`src/rtl/qpu_lsu_pkg.sv`:
```
// Shared sizing helpers for the LSU/DTCM datapath blocks.
package qpu_lsu_pkg;

   // Width of a channel index; a single channel still gets one bit.
   function automatic int calc_ch_w(input int n_ch);
      return (n_ch > 1) ? $clog2(n_ch) : 1;
   endfunction

   // Number of byte-offset bits dropped to form a word address.
   function automatic int calc_off(input int xlen);
      return (xlen > 8) ? $clog2(xlen / 8) : 0;
   endfunction

endpackage

```
`src/rtl/qpu_rsp_fifo.sv`:
```
// Synchronous response FIFO with occupancy output; push and pop may coincide even when full.
module qpu_rsp_fifo #(
   parameter int WIDTH = 8,
   parameter int DEPTH = 4,
   localparam int PTR_W = (DEPTH > 1) ? $clog2(DEPTH) : 1,
   localparam int CNT_W = $clog2(DEPTH + 1)
) (
   input  logic             clk,
   input  logic             rst_n,
   input  logic             push_i,
   input  logic [WIDTH-1:0] din_i,
   input  logic             pop_i,
   output logic [WIDTH-1:0] dout_o,
   output logic [CNT_W-1:0] count_o,
   output logic             empty_o
);

   logic [WIDTH-1:0] mem_q [DEPTH];
   logic [PTR_W-1:0] wr_q, wr_d;
   logic [PTR_W-1:0] rd_q, rd_d;
   logic [CNT_W-1:0] cnt_q, cnt_d;
   logic             full;
   logic             do_push;
   logic             do_pop;

   assign full    = (cnt_q == CNT_W'(DEPTH));
   assign empty_o = (cnt_q == '0);
   assign do_pop  = pop_i && !empty_o;
   assign do_push = push_i && (!full || do_pop);
   assign dout_o  = mem_q[rd_q];
   assign count_o = cnt_q;

   // Next pointer and occupancy values, wrapping at DEPTH.
   always_comb begin
      wr_d  = wr_q;
      rd_d  = rd_q;
      cnt_d = cnt_q;
      if (do_push) wr_d = (wr_q == PTR_W'(DEPTH - 1)) ? '0 : wr_q + PTR_W'(1);
      if (do_pop)  rd_d = (rd_q == PTR_W'(DEPTH - 1)) ? '0 : rd_q + PTR_W'(1);
      if (do_push && !do_pop)      cnt_d = cnt_q + CNT_W'(1);
      else if (!do_push && do_pop) cnt_d = cnt_q - CNT_W'(1);
   end

   // Control state: pointers and occupancy, cleared by reset.
   always_ff @(posedge clk or negedge rst_n) begin
      if (!rst_n) begin
         wr_q  <= '0;
         rd_q  <= '0;
         cnt_q <= '0;
      end else begin
         wr_q  <= wr_d;
         rd_q  <= rd_d;
         cnt_q <= cnt_d;
      end
   end

   // Entry storage; contents are don't-care until written.
   always_ff @(posedge clk) begin
      if (do_push) mem_q[wr_q] <= din_i;
   end

endmodule

```
`src/rtl/qpu_dtcm_mport_ctrl.sv`:
```
// Round-robin multi-channel front end for a single-port synchronous DTCM with in-order tagged responses.
module qpu_dtcm_mport_ctrl
   import qpu_lsu_pkg::*;
#(
   parameter int N_CH      = 2,
   parameter int XLEN      = 32,
   parameter int AW        = 32,
   parameter int DEPTH     = 1024,
   parameter int RSP_DEPTH = 4,
   localparam int RAM_AW   = $clog2(DEPTH)
) (
   input  logic                   clk,
   input  logic                   rst_n,
   input  logic [N_CH-1:0]        cmd_valid,
   output logic [N_CH-1:0]        cmd_ready,
   input  logic [N_CH*AW-1:0]     cmd_addr,
   input  logic [N_CH-1:0]        cmd_read,
   input  logic [N_CH*XLEN-1:0]   cmd_wdata,
   input  logic [N_CH*XLEN/8-1:0] cmd_wmask,
   output logic [N_CH-1:0]        rsp_valid,
   input  logic [N_CH-1:0]        rsp_ready,
   output logic [XLEN-1:0]        rsp_rdata,
   output logic                   rsp_err,
   output logic                   ram_cs,
   output logic                   ram_we,
   output logic [RAM_AW-1:0]      ram_addr,
   output logic [XLEN/8-1:0]      ram_wem,
   output logic [XLEN-1:0]        ram_din,
   input  logic [XLEN-1:0]        ram_dout,
   output logic                   active
);

   localparam int CH_W  = calc_ch_w(N_CH);
   localparam int OFF   = calc_off(XLEN);
   localparam int BW    = XLEN / 8;
   localparam int CNT_W = $clog2(RSP_DEPTH + 1);
   localparam logic [AW:0]    ADDR_LIM   = (AW + 1)'(DEPTH * BW);
   localparam logic [CNT_W:0] CREDIT_MAX = (CNT_W + 1)'(RSP_DEPTH);

   typedef struct packed {
      logic [CH_W-1:0] ch;
      logic [XLEN-1:0] rdata;
      logic            err;
   } rsp_entry_t;

   logic [CH_W-1:0]  ptr_q;
   logic [CH_W-1:0]  cand;
   logic [CH_W-1:0]  gnt_ch;
   logic             gnt_any;
   logic [AW-1:0]    g_addr;
   logic             g_err;
   logic             g_read;
   logic             credit;
   logic             hs;
   logic [CNT_W-1:0] fifo_cnt;
   logic [CNT_W:0]   cnt;
   logic             fifo_empty;
   logic             pop;
   logic             s1_vld_q;
   logic [CH_W-1:0]  s1_ch_q;
   logic             s1_read_q;
   logic             s1_err_q;
   rsp_entry_t       push_ent;
   rsp_entry_t       head;

   // Pick the first requesting channel at or after the round-robin pointer.
   always_comb begin
      gnt_any = 1'b0;
      gnt_ch  = '0;
      cand    = '0;
      for (int k = 0; k < N_CH; k++) begin
         cand = CH_W'((int'(ptr_q) + k) % N_CH);
         if (!gnt_any && cmd_valid[cand]) begin
            gnt_any = 1'b1;
            gnt_ch  = cand;
         end
      end
   end

   // Credit excludes a same-cycle pop so cmd_ready never depends on rsp_ready.
   assign cnt       = {1'b0, fifo_cnt} + {{CNT_W{1'b0}}, s1_vld_q};
   assign credit    = (cnt < CREDIT_MAX);
   assign hs        = gnt_any && credit;
   assign cmd_ready = hs ? (N_CH'(1) << gnt_ch) : '0;

   assign g_addr   = cmd_addr[gnt_ch*AW +: AW];
   assign g_read   = cmd_read[gnt_ch];
   assign g_err    = ({1'b0, g_addr} >= ADDR_LIM);
   assign ram_cs   = hs && !g_err;
   assign ram_we   = hs && !g_err && !g_read;
   assign ram_addr = g_addr[RAM_AW+OFF-1:OFF];
   assign ram_wem  = cmd_wmask[gnt_ch*BW +: BW];
   assign ram_din  = cmd_wdata[gnt_ch*XLEN +: XLEN];

   // Arbiter pointer and s1 valid: advance past the winner on each handshake.
   always_ff @(posedge clk or negedge rst_n) begin
      if (!rst_n) begin
         ptr_q    <= '0;
         s1_vld_q <= 1'b0;
      end else begin
         s1_vld_q <= hs;
         if (hs) ptr_q <= (gnt_ch == CH_W'(N_CH - 1)) ? '0 : gnt_ch + CH_W'(1);
      end
   end

   // s1 payload, qualified by s1_vld_q so it needs no reset.
   always_ff @(posedge clk) begin
      if (hs) begin
         s1_ch_q   <= gnt_ch;
         s1_read_q <= g_read;
         s1_err_q  <= g_err;
      end
   end

   assign push_ent.ch    = s1_ch_q;
   assign push_ent.rdata = (s1_read_q && !s1_err_q) ? ram_dout : '0;
   assign push_ent.err   = s1_err_q;

   qpu_rsp_fifo #(
      .WIDTH($bits(rsp_entry_t)),
      .DEPTH(RSP_DEPTH)
   ) u_rsp_fifo (
      .clk     (clk),
      .rst_n   (rst_n),
      .push_i  (s1_vld_q),
      .din_i   (push_ent),
      .pop_i   (pop),
      .dout_o  (head),
      .count_o (fifo_cnt),
      .empty_o (fifo_empty)
   );

   assign pop       = !fifo_empty && rsp_ready[head.ch];
   assign rsp_valid = fifo_empty ? '0 : (N_CH'(1) << head.ch);
   assign rsp_rdata = fifo_empty ? '0 : head.rdata;
   assign rsp_err   = !fifo_empty && head.err;
   assign active    = (|cmd_valid) || s1_vld_q || !fifo_empty;

endmodule
```
`config.mk`:
```
export PLATFORM = sky130hd
export DESIGN_NAME = qpu_dtcm_mport_ctrl
export DESIGN_NICKNAME = d
export VERILOG_FILES = /design/src/rtl/qpu_lsu_pkg.sv /design/src/rtl/qpu_rsp_fifo.sv /design/src/rtl/qpu_dtcm_mport_ctrl.sv
export SDC_FILE = /design/constraint.sdc
export NUM_CORES = 1
export LEC_CHECK = 0
export ABC_CLOCK_PERIOD_IN_PS = 2500
export CAP_MARGIN = 15
export CORE_ASPECT_RATIO = 0.7
export CORE_UTILIZATION = 40
export DETAILED_ROUTE_END_ITERATION = 10
export PLACE_DENSITY = 0.77
export SLEW_MARGIN = 25
export SYNTH_ARGS = -nofsm -noshare
export SYNTH_HDL_FRONTEND = slang
export SYNTH_SLANG_ARGS = --single-unit
```
`constraint.sdc`:
```
create_clock -name clk -period 2.5 [get_ports clk]
set_input_delay 0.5 -clock clk [delete_from_list [all_inputs] [get_ports clk]]
set_output_delay 0.5 -clock clk [all_outputs]
set_load 0.01 [all_outputs]
```
==> impl_metrics.csv <==
group,metric,value,unit
worst_setup_path,endpoint_kind,"output pin",
logic_synthesis,syn-instance-count,475,
pwr,leakagePower,4.32,nW
timing,fin_crit,2590,ps
routing,first_iter_violations,337,
clock_tree,clk_path_buf_depth,2,
routing,avgViaCountPerCell,4.90,
timing,finClkSkew,11.6,ps
grt,grt-ovfl-total,0,
floorplanning,fp.dieW,156,um
floorplanning,rows,39,
floorplanning,chipHeight,110,um
floorplanning,ios,262,
logic_synthesis,ys_seq_area_share,65.9,%
logic_synthesis,syn_nets,658,
clock_tree,numCtsBuffers,17,
routing,drt-wirelength-per-cell,18.4,um
logic_synthesis,avgSynthCellArea,14.0,um2
clock_tree,holdBufCountCts,0,
layout,n_antenna_cell,0,
grt,grt_max_degree,49,
logic_synthesis,ys_types,27,
logic_synthesis,ys_warn_count,0,
floorplanning,start_util,40.9,%
worst_setup_path,cp.arrival,2090,ps
routing,routed_wl,18.6,mm
timing,rsz0062_at_grt,"true",
routing,detail-route-antenna-nets,0,
grt,first_global_vias,4979,
worst_setup_path,path_class,"flop to output pin",
pwr,max-vdd-ir-drop,0.000548,V
layout,final_common_cell,"nand2_1",
run_status,violations,"setup timing",
clock_tree,cts_tree,"built",
timing,finalCritPeriodShare,104,%
layout,area_growth_syn_to_layout,57.5,%
routing,first_pass_iters,5,
clock_tree,cts_root_buffer,"clkbuf_16",
placed_design,place_hpwl,12.7,mm
clock_tree,cts_sinks,148,
grt,grt_pass1_wl,26.7,mm
clock_tree,clk_latency,410,ps
timing,timing.fmax,386,MHz
placed_design,port_buffers,257,
grt,grt_usage,21.4,%
worst_setup_path,worstPathRequired,2000,ps
routing,drc,0,
routing,vias,4948,
timing,setup_viol,9,
floorplanning,die-area,0.0172,mm2
timing,timing.final.ws_setup,-88.3,ps
logic_synthesis,netlist_area,0.00667,mm2
worst_setup_path,startpoint_type,"flop",
floorplanning,core,0.0163,mm2
timing,slew_headroom,68.4,%
run_status,status,"finished, violations left",
timing,hold_violations,0,
worst_setup_path,cp_max_fo,6,
placed_design,gp_congestion,0.865,
layout,fin_util,64.5,%
pwr,powerDensity,966,mW/mm2
timing,drv_slew,0,
clock_tree,cts_htree_levels,4,
layout,drive_gt1_share,23.7,%
clock_tree,path_clk_slew,60,ps
layout,layout_common_cells,"143 x nand2_1, 139 x edfxtp_1, 131 x clkdlybuf4s50_1",
pwr,finalPower,10.2,mW
layout,layout.nets,956,
timing,tns,-528,ps
logic_synthesis,ys_seq_elements,148,
timing,tightestPinTransition,472,ps
flow_run,maxCapViolations,0,
worst_hold_path,min_path_type,"input port to asynchronous set/reset pin",
grt,antenna_found_initial,0,
[critical path, stage by stage (launching register included)]
cell and delay [ps]:
dfrtp_2 420, buf_8 150, buf_12 130, buf_8 120, buf_4 130, mux4_2 430
nor2b_1 160, buf_2 140
[per-layer routing]
layer / GRT usage [%] / wire length, um / vias to the layer above / share of wire, %
li1: - / - / 2303 / -
met1: 27.8 / 7760 / 2405 / 42
met2: 35.4 / 9180 / 217 / 49
met3: 5.55 / 1280 / 23 / 6.9
met4: 6.86 / 342 / 0 / 1.8
met5: 0 / 0 / - / 0
[flip-flops by register name, summed over array words and instances, names as in the netlist]
name	cells
u_rsp_fifo.mem_q	136
u_rsp_fifo.count_o	3
u_rsp_fifo.rd_q	2
u_rsp_fifo.wr_q	2
ptr_q	1
s1_ch_q	1
s1_err_q	1
s1_read_q	1
s1_vld_q	1
[final cells by class]
class	count	area (um2)
Clock inverter	14	151
Timing Repair Buffer	303	2950
Multi-Input combinational cell	295	2270
Tap cell	225	282
Inverter	8	30.0
Sequential cell	148	4400
Clock buffer	17	425
Fill cell	1238	5790
[path summary, 6_finish.rpt]
| path | slack [ps] | startpoint | to | depth (start not counted) |
|---|---|---|---|---|
| min in group clk | 500 | s1_ch_q | u_rsp_fifo.mem_q[1][33] | 0 |
| worst min register to register | 500 | s1_ch_q | u_rsp_fifo.mem_q[1][33] | 0 |
| max in group asynchronous | 1740 | rst_n | u_rsp_fifo.rd_q[1] | 1 |
| worst max-delay path | -90 | u_rsp_fifo.rd_q[0] | rsp_rdata[1] | 7 |
| worst max register to register | -90 | u_rsp_fifo.rd_q[0] | u_rsp_fifo.count_o[1] | 8 |
| worst min-delay path | 420 | rst_n | u_rsp_fifo.wr_q[1] | 1 |
[Yosys cell counts (all sizes together)]
master,n,area [um2]
nand2,143,537
edfxtp,139,4170
and2,37,231
nor2b,36,225
mux4,34,766
clkbuf,18,67.6
dfrtp,9,225
inv,8,30.0
nor2,8,30.0
nor4,8,50.1
mux2,7,90.1
buf,6,33.8
ha,6,75.1
or4,4,30.0
a21oi,2,10.0
xor2,2,17.5
a211oi,1,7.51
a311o,1,10.0
fa,1,20.0
nand3b,1,7.51
nor3,1,5.00
o21a,1,15.0
o21ai,1,5.00
xnor2,1,8.76
[logic make-up (layout without fill, tap and decap cells)]
logic type                 after synthesis  after routing  synth area share, %
and+or+nand+nor                        238            238                 16.7
muxes                                   41             41                 12.8
AOI/OAI and AO/OA                        6              6                0.713
buffers and inverters                   32            342                 1.97
xor gates and xnor gates                 3              3                0.394
DFF                                    148            148                 65.9
adders and majority gates                7              7                 1.43
[repair_timing]
item | 4_1_cts | 5_1_grt
gates cloned | 3 | 1
setup endpoints to repair | 88 | 40
buffers inserted | 16 | 12
resized for setup | 214 | 63
endpoints found under the hold margin | 0 | 0
pin swaps | 23 | 12
[through the flow]
step	hold WS (ps)	cell area [um2]	setup slack, ps	std cells
after floorplan	204	6700	-46.8	475
after global placement	479	9720	-884	952
after detailed placement	498	9720	-905	952
after CTS	416	10500	-176	1002
after global routing	428	10500	-150	1010
final	416	10500	-88.3	1010
[power by group]
group | internal, mW | switching (mW)
registers | 3.21 | 0.176
clock network | 1.47 | 0.979
logic | 2.34 | 1.98
(Power assumes the default switching activity.)
